===== config.mk =====
export PLATFORM = sky130hd
export DESIGN_NAME = load_store_unit_flat
export DESIGN_NICKNAME = d
export VERILOG_FILES = /design/src/rtl/load_store_unit_pkg.sv /design/src/rtl/load_store_unit_if.sv /design/src/rtl/load_store_unit.sv /design/src/flat_wrapper.sv
export SDC_FILE = /design/constraint.sdc
export NUM_CORES = 1
export LEC_CHECK = 0
export BUFFER_PORTS_ARGS = -buffer_cell sky130_fd_sc_hd__buf_2
export CORE_MARGIN = 2
export CORE_UTILIZATION = 40
export CTS_BUF_LIST = sky130_fd_sc_hd__clkbuf_8
export DETAILED_ROUTE_END_ITERATION = 12
export PLACE_DENSITY_LB_ADDON = 0.05
export SLEW_MARGIN = 20
export SYNTH_ARGS = -nofsm -noshare
export SYNTH_HDL_FRONTEND = slang
export SYNTH_SLANG_ARGS = --single-unit

===== constraint.sdc =====
create_clock -name clock -period 2.55 [get_ports clock]
set_input_delay 0.51 -clock clock [delete_from_list [all_inputs] [get_ports clock]]
set_output_delay 0.51 -clock clock [all_outputs]
set_load 0.005 [all_outputs]

===== src/rtl/load_store_unit_pkg.sv =====
// CPU_package: shared widths and types for the CPU data path.
// Holds the memory/CPU address widths, the data word width and the
// load/store unit operation and state encodings.
package CPU_package;

  localparam int DATA_WIDTH        = 16;
  localparam int ADDRESS_WIDTH     = 8;
  // Number of words addressable in the data memory.
  localparam int ADDRESS_MAX_WIDTH = 1 << ADDRESS_WIDTH;
  localparam int CPU_ADDR_WIDTH    = 16;

  typedef enum logic {
    LSU_LOAD  = 1'b0,
    LSU_STORE = 1'b1
  } lsu_op_t;

  typedef enum logic [1:0] {
    IDLE      = 2'd0,
    LOAD_WAIT = 2'd1,
    RESP      = 2'd2
  } lsu_state_t;

endpackage


===== src/rtl/load_store_unit_if.sv =====
// Request/response handshake between the CPU execute stage and the
// load/store unit.
//   req_valid/req_ready   : request handshake (CPU -> LSU)
//   req_op/address/wdata  : request payload
//   resp_valid/resp_ready : load response handshake (LSU -> CPU)
//   resp_data/resp_fault  : response payload
// Modports: master = CPU side, slave = load/store unit side.
interface load_store_unit_if;
  import CPU_package::*;

  logic                      req_valid;
  logic                      req_ready;
  lsu_op_t                   req_op;
  logic [CPU_ADDR_WIDTH-1:0] req_address;
  logic [DATA_WIDTH-1:0]     req_wdata;
  logic                      resp_valid;
  logic                      resp_ready;
  logic [DATA_WIDTH-1:0]     resp_data;
  logic                      resp_fault;

  modport master (
    output req_valid, req_op, req_address, req_wdata, resp_ready,
    input  req_ready, resp_valid, resp_data, resp_fault
  );

  modport slave (
    input  req_valid, req_op, req_address, req_wdata, resp_ready,
    output req_ready, resp_valid, resp_data, resp_fault
  );

endinterface


===== src/rtl/load_store_unit.sv =====
// Load/store unit: serializes CPU load/store requests onto the data
// memory's write and read ports, absorbs the one-cycle registered read
// latency and returns load data over a valid/ready response channel.
// Out-of-range addresses never reach the memory; they set fault_sticky,
// and loads return a faulted zero response.
// Ports:
//   clock, reset        : clock and asynchronous active-high reset
//   bus (slave)         : request/response handshake with the CPU
//   fault_sticky        : any out-of-range request seen since reset
//   mem_write_*         : memory write port strobes
//   mem_read_*          : memory read port strobes and returned data
module load_store_unit
  import CPU_package::*;
(
  input  logic                     clock,
  input  logic                     reset,
  load_store_unit_if.slave         bus,
  output logic                     fault_sticky,
  output logic [ADDRESS_WIDTH-1:0] mem_write_address,
  output logic                     mem_write_enable,
  output logic [DATA_WIDTH-1:0]    mem_write_data,
  output logic [ADDRESS_WIDTH-1:0] mem_read_address,
  output logic                     mem_read_enable,
  input  logic [DATA_WIDTH-1:0]    mem_read_data
);

  // An address is legal when every bit above the memory width is zero.
  function automatic logic in_range(input logic [CPU_ADDR_WIDTH-1:0] address);
    return address[CPU_ADDR_WIDTH-1:ADDRESS_WIDTH] == '0;
  endfunction

  lsu_state_t state, next_state;
  logic       accept;
  logic       address_ok;
  logic       is_store;

  // State register.
  always_ff @(posedge clock or posedge reset) begin
    if (reset) begin
      state <= IDLE;
    end else begin
      // NOTE: sequential state uses non-blocking assignments so every
      // register samples the pre-edge values of its inputs.
      state <= next_state;
    end
  end

  // Next-state and memory strobes. Strobes are combinational so the
  // memory samples them at the same edge that completes the handshake.
  // Reset forces them low so nothing reaches memory while held in reset.
  always_comb begin
    // NOTE: every output gets a default first; otherwise paths that skip
    // an assignment would infer latches.
    next_state        = state;
    bus.req_ready     = 1'b0;
    accept            = 1'b0;
    address_ok        = in_range(bus.req_address);
    is_store          = (bus.req_op == LSU_STORE);
    mem_write_enable  = 1'b0;
    mem_write_address = '0;
    mem_write_data    = '0;
    mem_read_enable   = 1'b0;
    mem_read_address  = '0;

    if (!reset) begin
      unique case (state)
        IDLE: begin
          bus.req_ready = 1'b1;
          if (bus.req_valid) begin
            accept = 1'b1;
            if (address_ok) begin
              if (is_store) begin
                mem_write_enable  = 1'b1;
                mem_write_address = bus.req_address[ADDRESS_WIDTH-1:0];
                mem_write_data    = bus.req_wdata;
              end else begin
                mem_read_enable  = 1'b1;
                mem_read_address = bus.req_address[ADDRESS_WIDTH-1:0];
                next_state       = LOAD_WAIT;
              end
            end else if (!is_store) begin
              // Faulted load skips memory and answers directly.
              next_state = RESP;
            end
          end
        end
        LOAD_WAIT: next_state = RESP;
        RESP:      if (bus.resp_ready) next_state = IDLE;
        default:   next_state = IDLE;
      endcase
    end
  end

  // Response registers and the sticky fault flag.
  always_ff @(posedge clock or posedge reset) begin
    if (reset) begin
      bus.resp_valid <= 1'b0;
      bus.resp_data  <= '0;
      bus.resp_fault <= 1'b0;
      fault_sticky   <= 1'b0;
    end else begin
      if (accept && !address_ok) begin
        fault_sticky <= 1'b1;
      end
      unique case (state)
        IDLE: begin
          if (accept && !address_ok && !is_store) begin
            bus.resp_valid <= 1'b1;
            bus.resp_data  <= '0;
            bus.resp_fault <= 1'b1;
          end
        end
        LOAD_WAIT: begin
          // Read data is valid the cycle after mem_read_enable.
          bus.resp_valid <= 1'b1;
          bus.resp_data  <= mem_read_data;
          bus.resp_fault <= 1'b0;
        end
        RESP: begin
          if (bus.resp_ready) bus.resp_valid <= 1'b0;
        end
        default: bus.resp_valid <= 1'b0;
      endcase
    end
  end

endmodule


===== src/flat_wrapper.sv =====
// flat-port wrapper written by rule: the top's interface ports become plain ports
module load_store_unit_flat import CPU_package::*;
  (clock, reset, fault_sticky, mem_write_address, mem_write_enable, mem_write_data, mem_read_address, mem_read_enable, mem_read_data, bus_req_valid, bus_req_op, bus_req_address, bus_req_wdata, bus_resp_ready, bus_req_ready, bus_resp_valid, bus_resp_data, bus_resp_fault);
  load_store_unit_if bus_i ();
  input  logic clock;
  input  logic reset;
  output logic fault_sticky;
  output logic [ADDRESS_WIDTH-1:0] mem_write_address;
  output logic mem_write_enable;
  output logic [DATA_WIDTH-1:0] mem_write_data;
  output logic [ADDRESS_WIDTH-1:0] mem_read_address;
  output logic mem_read_enable;
  input  logic [DATA_WIDTH-1:0] mem_read_data;
  input wire logic [$bits(bus_i.req_valid)-1:0] bus_req_valid;
  input wire logic [$bits(bus_i.req_op)-1:0] bus_req_op;
  input wire logic [$bits(bus_i.req_address)-1:0] bus_req_address;
  input wire logic [$bits(bus_i.req_wdata)-1:0] bus_req_wdata;
  input wire logic [$bits(bus_i.resp_ready)-1:0] bus_resp_ready;
  output wire logic [$bits(bus_i.req_ready)-1:0] bus_req_ready;
  output wire logic [$bits(bus_i.resp_valid)-1:0] bus_resp_valid;
  output wire logic [$bits(bus_i.resp_data)-1:0] bus_resp_data;
  output wire logic [$bits(bus_i.resp_fault)-1:0] bus_resp_fault;
  assign bus_i.req_valid = bus_req_valid;
  assign bus_i.req_op = bus_req_op;
  assign bus_i.req_address = bus_req_address;
  assign bus_i.req_wdata = bus_req_wdata;
  assign bus_i.resp_ready = bus_resp_ready;
  assign bus_req_ready = bus_i.req_ready;
  assign bus_resp_valid = bus_i.resp_valid;
  assign bus_resp_data = bus_i.resp_data;
  assign bus_resp_fault = bus_i.resp_fault;
  load_store_unit u_core (.clock(clock), .reset(reset), .bus(bus_i), .fault_sticky(fault_sticky), .mem_write_address(mem_write_address), .mem_write_enable(mem_write_enable), .mem_write_data(mem_write_data), .mem_read_address(mem_read_address), .mem_read_enable(mem_read_enable), .mem_read_data(mem_read_data));
endmodule

## Word level (Yosys, flattened, before mapping)

Index checks and enable logic that the tools add are counted.

| cells by class | value |
|---|---|
| reduce and logical (&&, ||, !) cells | 10 |
| bitwise gates (word level) | 1 |
| equality and inequality tests | 6 |
| multiplexer cells | 42 |

Operator list:

| kind | count |
|---|---|
| 16-bit 2-to-1 mux | 6 |
| 8-bit 2-to-1 mux | 10 |
| 16-bit one-hot mux with 2 select lines | 1 |
| 1-bit 2-to-1 mux | 17 |
| 2-bit 2-to-1 mux | 5 |
| 8-bit logical NOT | 1 |
| 2-bit inequality test, second input constant | 3 |
| 2-bit one-hot mux with 3 select lines | 1 |
| 2-bit AND reduction | 2 |
| 4-bit AND reduction | 1 |
| 1-bit one-hot mux with 3 select lines | 1 |
| 2-bit by 1-bit == test with 1-bit output, second input constant | 1 |
| 2-bit == test, second input constant | 1 |
| 1-bit logical AND | 2 |
| 1-bit logical NOT | 2 |
| 2-bit logical NOT | 1 |
| 2-bit by 1-bit inequality test with 1-bit output, second input constant | 1 |
| 1-bit one-hot mux with 2 select lines | 1 |
| 2-bit nonzero test | 1 |
| 1-bit NOT | 1 |

| word-level totals | value |
|---|---|
| input bits | 53 |
| output and inout port bits | 54 |
| bits in registers | 21 |
| word-level logic and storage cells | 64 |

## Logic depth before layout (Yosys ltp)

| logic depth | value |
|---|---|
| word-level depth | 7 |
| mapped depth | 5 |
| gate-level depth less buffers | 3 |

## Worst setup path before layout

OpenSTA, ideal clock, no wires.

| timing | value |
|---|---|
| path kind | input to output |
| start point | input port bus_req_address[9] |
| end point | output port mem_write_data[10] |
| path slack | 292 ps |
| cell stages on the path | 4 |
| arrival | 1,748 ps |
| required time | 2,040 ps |
| path buffers | 1 |
| path through | or4_4 > nor4_4 > buf_6 > and2_2 |

| between the ends | value |
|---|---|
| cells in the longest elaborated chain, start to end | 5 |

RTL lines:

| what | RTL line | source |
|---|---|---|
| start, declared | flat_wrapper.sv:16 | `input wire logic [$bits(bus_i.req_address)-1:0] bus_req_address;` |
| 8-bit logical NOT | load_store_unit.sv:29 | `return address[CPU_ADDR_WIDTH-1:ADDRESS_WIDTH] == '0;` |
| 16-bit 2-to-1 mux | load_store_unit.sv:71 | `if (address_ok) begin` |
| 16-bit 2-to-1 mux | load_store_unit.sv:69 | `if (bus.req_valid) begin` |
| 16-bit 2-to-1 mux | load_store_unit.sv:66 | `unique case (state)` |
| 16-bit 2-to-1 mux | load_store_unit.sv:65 | `if (!reset) begin` |
| end, declared | flat_wrapper.sv:10 | `output logic [DATA_WIDTH-1:0] mem_write_data;` |

No other way between the ends.

## Final worst setup path

| timing | value |
|---|---|
| start point | input port bus_req_address[9] |
| end point | output port mem_write_address[5] |

| between the ends | value |
|---|---|
| cells in the longest elaborated chain, start to end | 5 |

RTL lines:

| what | RTL line | source |
|---|---|---|
| 8-bit logical NOT | load_store_unit.sv:29 |  |
| 8-bit 2-to-1 mux | load_store_unit.sv:71 |  |
| 8-bit 2-to-1 mux | load_store_unit.sv:69 |  |
| 8-bit 2-to-1 mux | load_store_unit.sv:66 |  |
| 8-bit 2-to-1 mux | load_store_unit.sv:65 |  |
| end, declared | flat_wrapper.sv:8 | `output logic [ADDRESS_WIDTH-1:0] mem_write_address;` |

No other way between the ends.

==> metrics.csv <==
stage,metric,value,unit
worst_setup_path,Crit Path Max Fanout,8,
run_status,status,finished clean,
worst_setup_path,worst reg2reg startpoint,u_core.state[0]$_DFFE_PP0P_,
clock_tree,CTS Sinks,21,
synthesis,Synth Area in Adders,0,%
floorplanning,I/O pin count,107,
final_layout,# diodes,0,
clock_tree,Num CTS Buffers,3,
worst_setup_path,crit end category,output pin,
clock_tree,Max clock buf depth,2,
route,DR vias/cell,4.88,
sta,max-slew violation count,0,
worst_hold_path,Hold Crit Class,input pin to async pin,
route,Detailed Route WL,3.64,mm
floorplanning,chip height,60.9,um
worst_setup_path,CP arrival,1.93,ns
synthesis,post-synthesis cell area,1290,um^2
clock_tree,H-tree depth,1,
global_routing,vias in the first global route,1173,
synthesis,main area contributors after synthesis,"dfrtp_1 41%, a22oi_1 9.3%, and2_2 9.3%",
sta,worst rel slew slack,62.1,%
global_routing,first-pass GRT wire length,5.43,mm
placed_design,DP HPWL,2.83,mm
synthesis,Mean Syn Cell Area,8.52,um^2
power,Leakage,1.00,nW
power,Power Dens Cells,544,nW/um^2
sta,final setup TNS,0,ns
final_layout,"commonest non-fill, non-tap cell in the layout",buf_2,
route,vias,1479,
synthesis,yosys warns,0,
clock_tree,setup bufs post-CTS,0,
sta,FMAX,409,MHz
flow_run,Max Cap Viol,0,
sta,Hold Slack,0.436,ns
synthesis,sequential cell area fraction in the yosys report,40.6,%
sta,fin crit period,2.44,ns
synthesis,simple logic cell fraction of the synthesized area,34.3,%
synthesis,syn_nets,205,
clock_tree,clock slew at reported path FFs,0.07,ns
power,Max IR drop VDD,0.469,mV
worst_setup_path,Worst EP required,2.04,ns
route,1st-iter DRT viols,35,
global_routing,GRT overflow,0,
global_routing,initial antenna violation count,0,
final_layout,most frequent cells in the layout,"106 x buf_2, 22 x nor2_1, 21 x dfrtp_1",
global_routing,GRT Util Overall,19.4,%
sta,Fin. Hold Viols,0,
synthesis,cell taking the most area after synthesis,dfrtp_1,
floorplanning,core footprint,3080,um^2
synthesis,Unique masters post-synth,26,
global_routing,largest net degree at the start of global routing,24,
sta,RSZ-0062 raised after global routing,false,
synthesis,xor and xnor fraction of the mapped netlist area,0,%
synthesis,Synth Area in Compound Gates,20.5,%
final_layout,Syn-to-layout area delta,49.8,%
route,final antenna-violating net count,0,
floorplanning,Initial Utilization,42.1,%
sta,worst slew pin tran,0.563,ns
route,wire per inst,12.0,um
final_layout,fill count,296,
final_layout,fraction of final layout cells with drive strength greater than 1,54.1,%
final_layout,Final #Nets,313,
placed_design,Buffers on Ports,106,
synthesis,Syn Inst Count,152,
synthesis,largest family of logic cells by synthesized area,simple AND/OR/NAND/NOR gates,
floorplanning,Site Rows,20,
route,First-pass DRT Iterations,4,
placed_design,Placer Congestion,0.772,
clock_tree,clk root buf,clkbuf_8,
floorplanning,Die ar.,3710,um^2
synthesis,Yosys reg bits,21,
route,# DRC,0,
clock_tree,latest clock arrival within the worst-skew pair,0.25,ns
clock_tree,CTS tree,built,
synthesis,Synth top area share,40.6,%
worst_setup_path,Worst Setup Start Kind,input pin,
worst_setup_path,WS Path Type,input pin to output pin,
sta,clk_skew,0.000800,ns
sta,period utilisation layout,95.8,%
synthesis,mux contribution to synthesized area,0,%
worst_setup_path,CP Launch Point,bus_req_address[9],
sta,setup violators final,0,
floorplanning,Die Width,60.9,um
report_power, final:
part           leakage [nW]  total [W]  internal [W]  switching, W
Combinational         0.745   0.000333      0.000178      0.000155
Sequential            0.231   0.000514      0.000435     0.0000781
Clock                0.0255   0.000208      0.000108     0.0000999
cell type report:
cell class | instances | area, um^2 | share of cell area, %
sequential | 21 | 526 | 27.1
clock buffer | 3 | 41.3 | 2.13
clock inverter | 1 | 5.00 | 0.258
tap | 44 | 55.1 | 2.84
inverter | 2 | 7.51 | 0.387
multi-input combinational | 118 | 714 | 36.8
timing repair buffer | 114 | 591 | 30.5
synth_stat cells:
master and instances:
o32ai_1 1, or3b_2 1, buf_2 2, inv_1 2, nor2b_1 2, a21oi_1 1, nand3b_1 1, nor2_1 22
and2_2 16, or3_1 2, clkbuf_2 1, nand2_1 10, a32oi_1 1, nand2b_1 16, o21ai_0 20, buf_6 1
clkbuf_1 7, o21ai_1 1, dfrtp_1 21, or2_2 1, or4_4 2, a41o_1 1, nor4_1 2, nor4_4 1
o31ai_1 1, a22oi_1 16
flip-flops by register name, summed over array words and instances, names as in the netlist:
register and flops:
u_core.bus.resp_fault 1, u_core.bus.resp_data 16, u_core.fault_sticky 1, u_core.state 2, u_core.bus.resp_valid 1
metal layers:
layer | up-vias | GRT usage, % | wire length [um]
li1 | 737 | - | -
met1 | 679 | 26.6 | 1560
met2 | 61 | 32.1 | 1730
met3 | 2 | 1.92 | 329
met4 | 0 | 6.52 | 17
met5 | - | 0 | 0
metrics by stage:
step | std cells | power (W) | instance area (um^2) | util, % | worst slack [ns]
3_5_place_dp | 299 | 0.000855 | 1890 | 61.3 | 0.0437
5_1_grt | 303 | 0.00114 | 1940 | 63.0 | 0.0181
6_report | 303 | 0.00106 | 1940 | 63.0 | 0.106
2_1_floorplan | 152 | 0.000666 | 1290 | - | 0.292
4_1_cts | 303 | 0.00107 | 1930 | 62.8 | 0.0423
3_3_place_gp | 299 | 0.000843 | 1890 | 61.3 | 0.0868
worst max-delay path, stage by stage:
cell and delay, ns:
buf_2 0.10, or4_4 0.57, or3_1 0.51, nor2_1 0.13, buf_2 0.12
final timing paths:
path	end	slack (ns)	cells past startpoint
hold / removal	u_core.state[1]$_DFFE_PP0P_	0.44	4
setup / recovery	mem_write_address[5]	0.11	5
min in group clock	u_core.fault_sticky$_DFFE_PP0P_	0.46	1
setup reg to reg	u_core.bus.resp_data[9]$_DFFE_PP0P_	1.11	5
hold reg to reg	u_core.fault_sticky$_DFFE_PP0P_	0.46	1
max in group asynchronous	u_core.bus.resp_data[8]$_DFFE_PP0P_	1.90	4
repair_timing:
item,in CTS,in global routing
gates resized for setup,0,1
setup endpoints to repair,0,8
hold buffers,0,0
logic make-up after synthesis:
group,Yosys count
flip-flops,21
AO/OA/AOI/OAI,42
buffers and inverters,13
AND/OR/NAND/NOR,76
(Power assumes the default switching activity.)
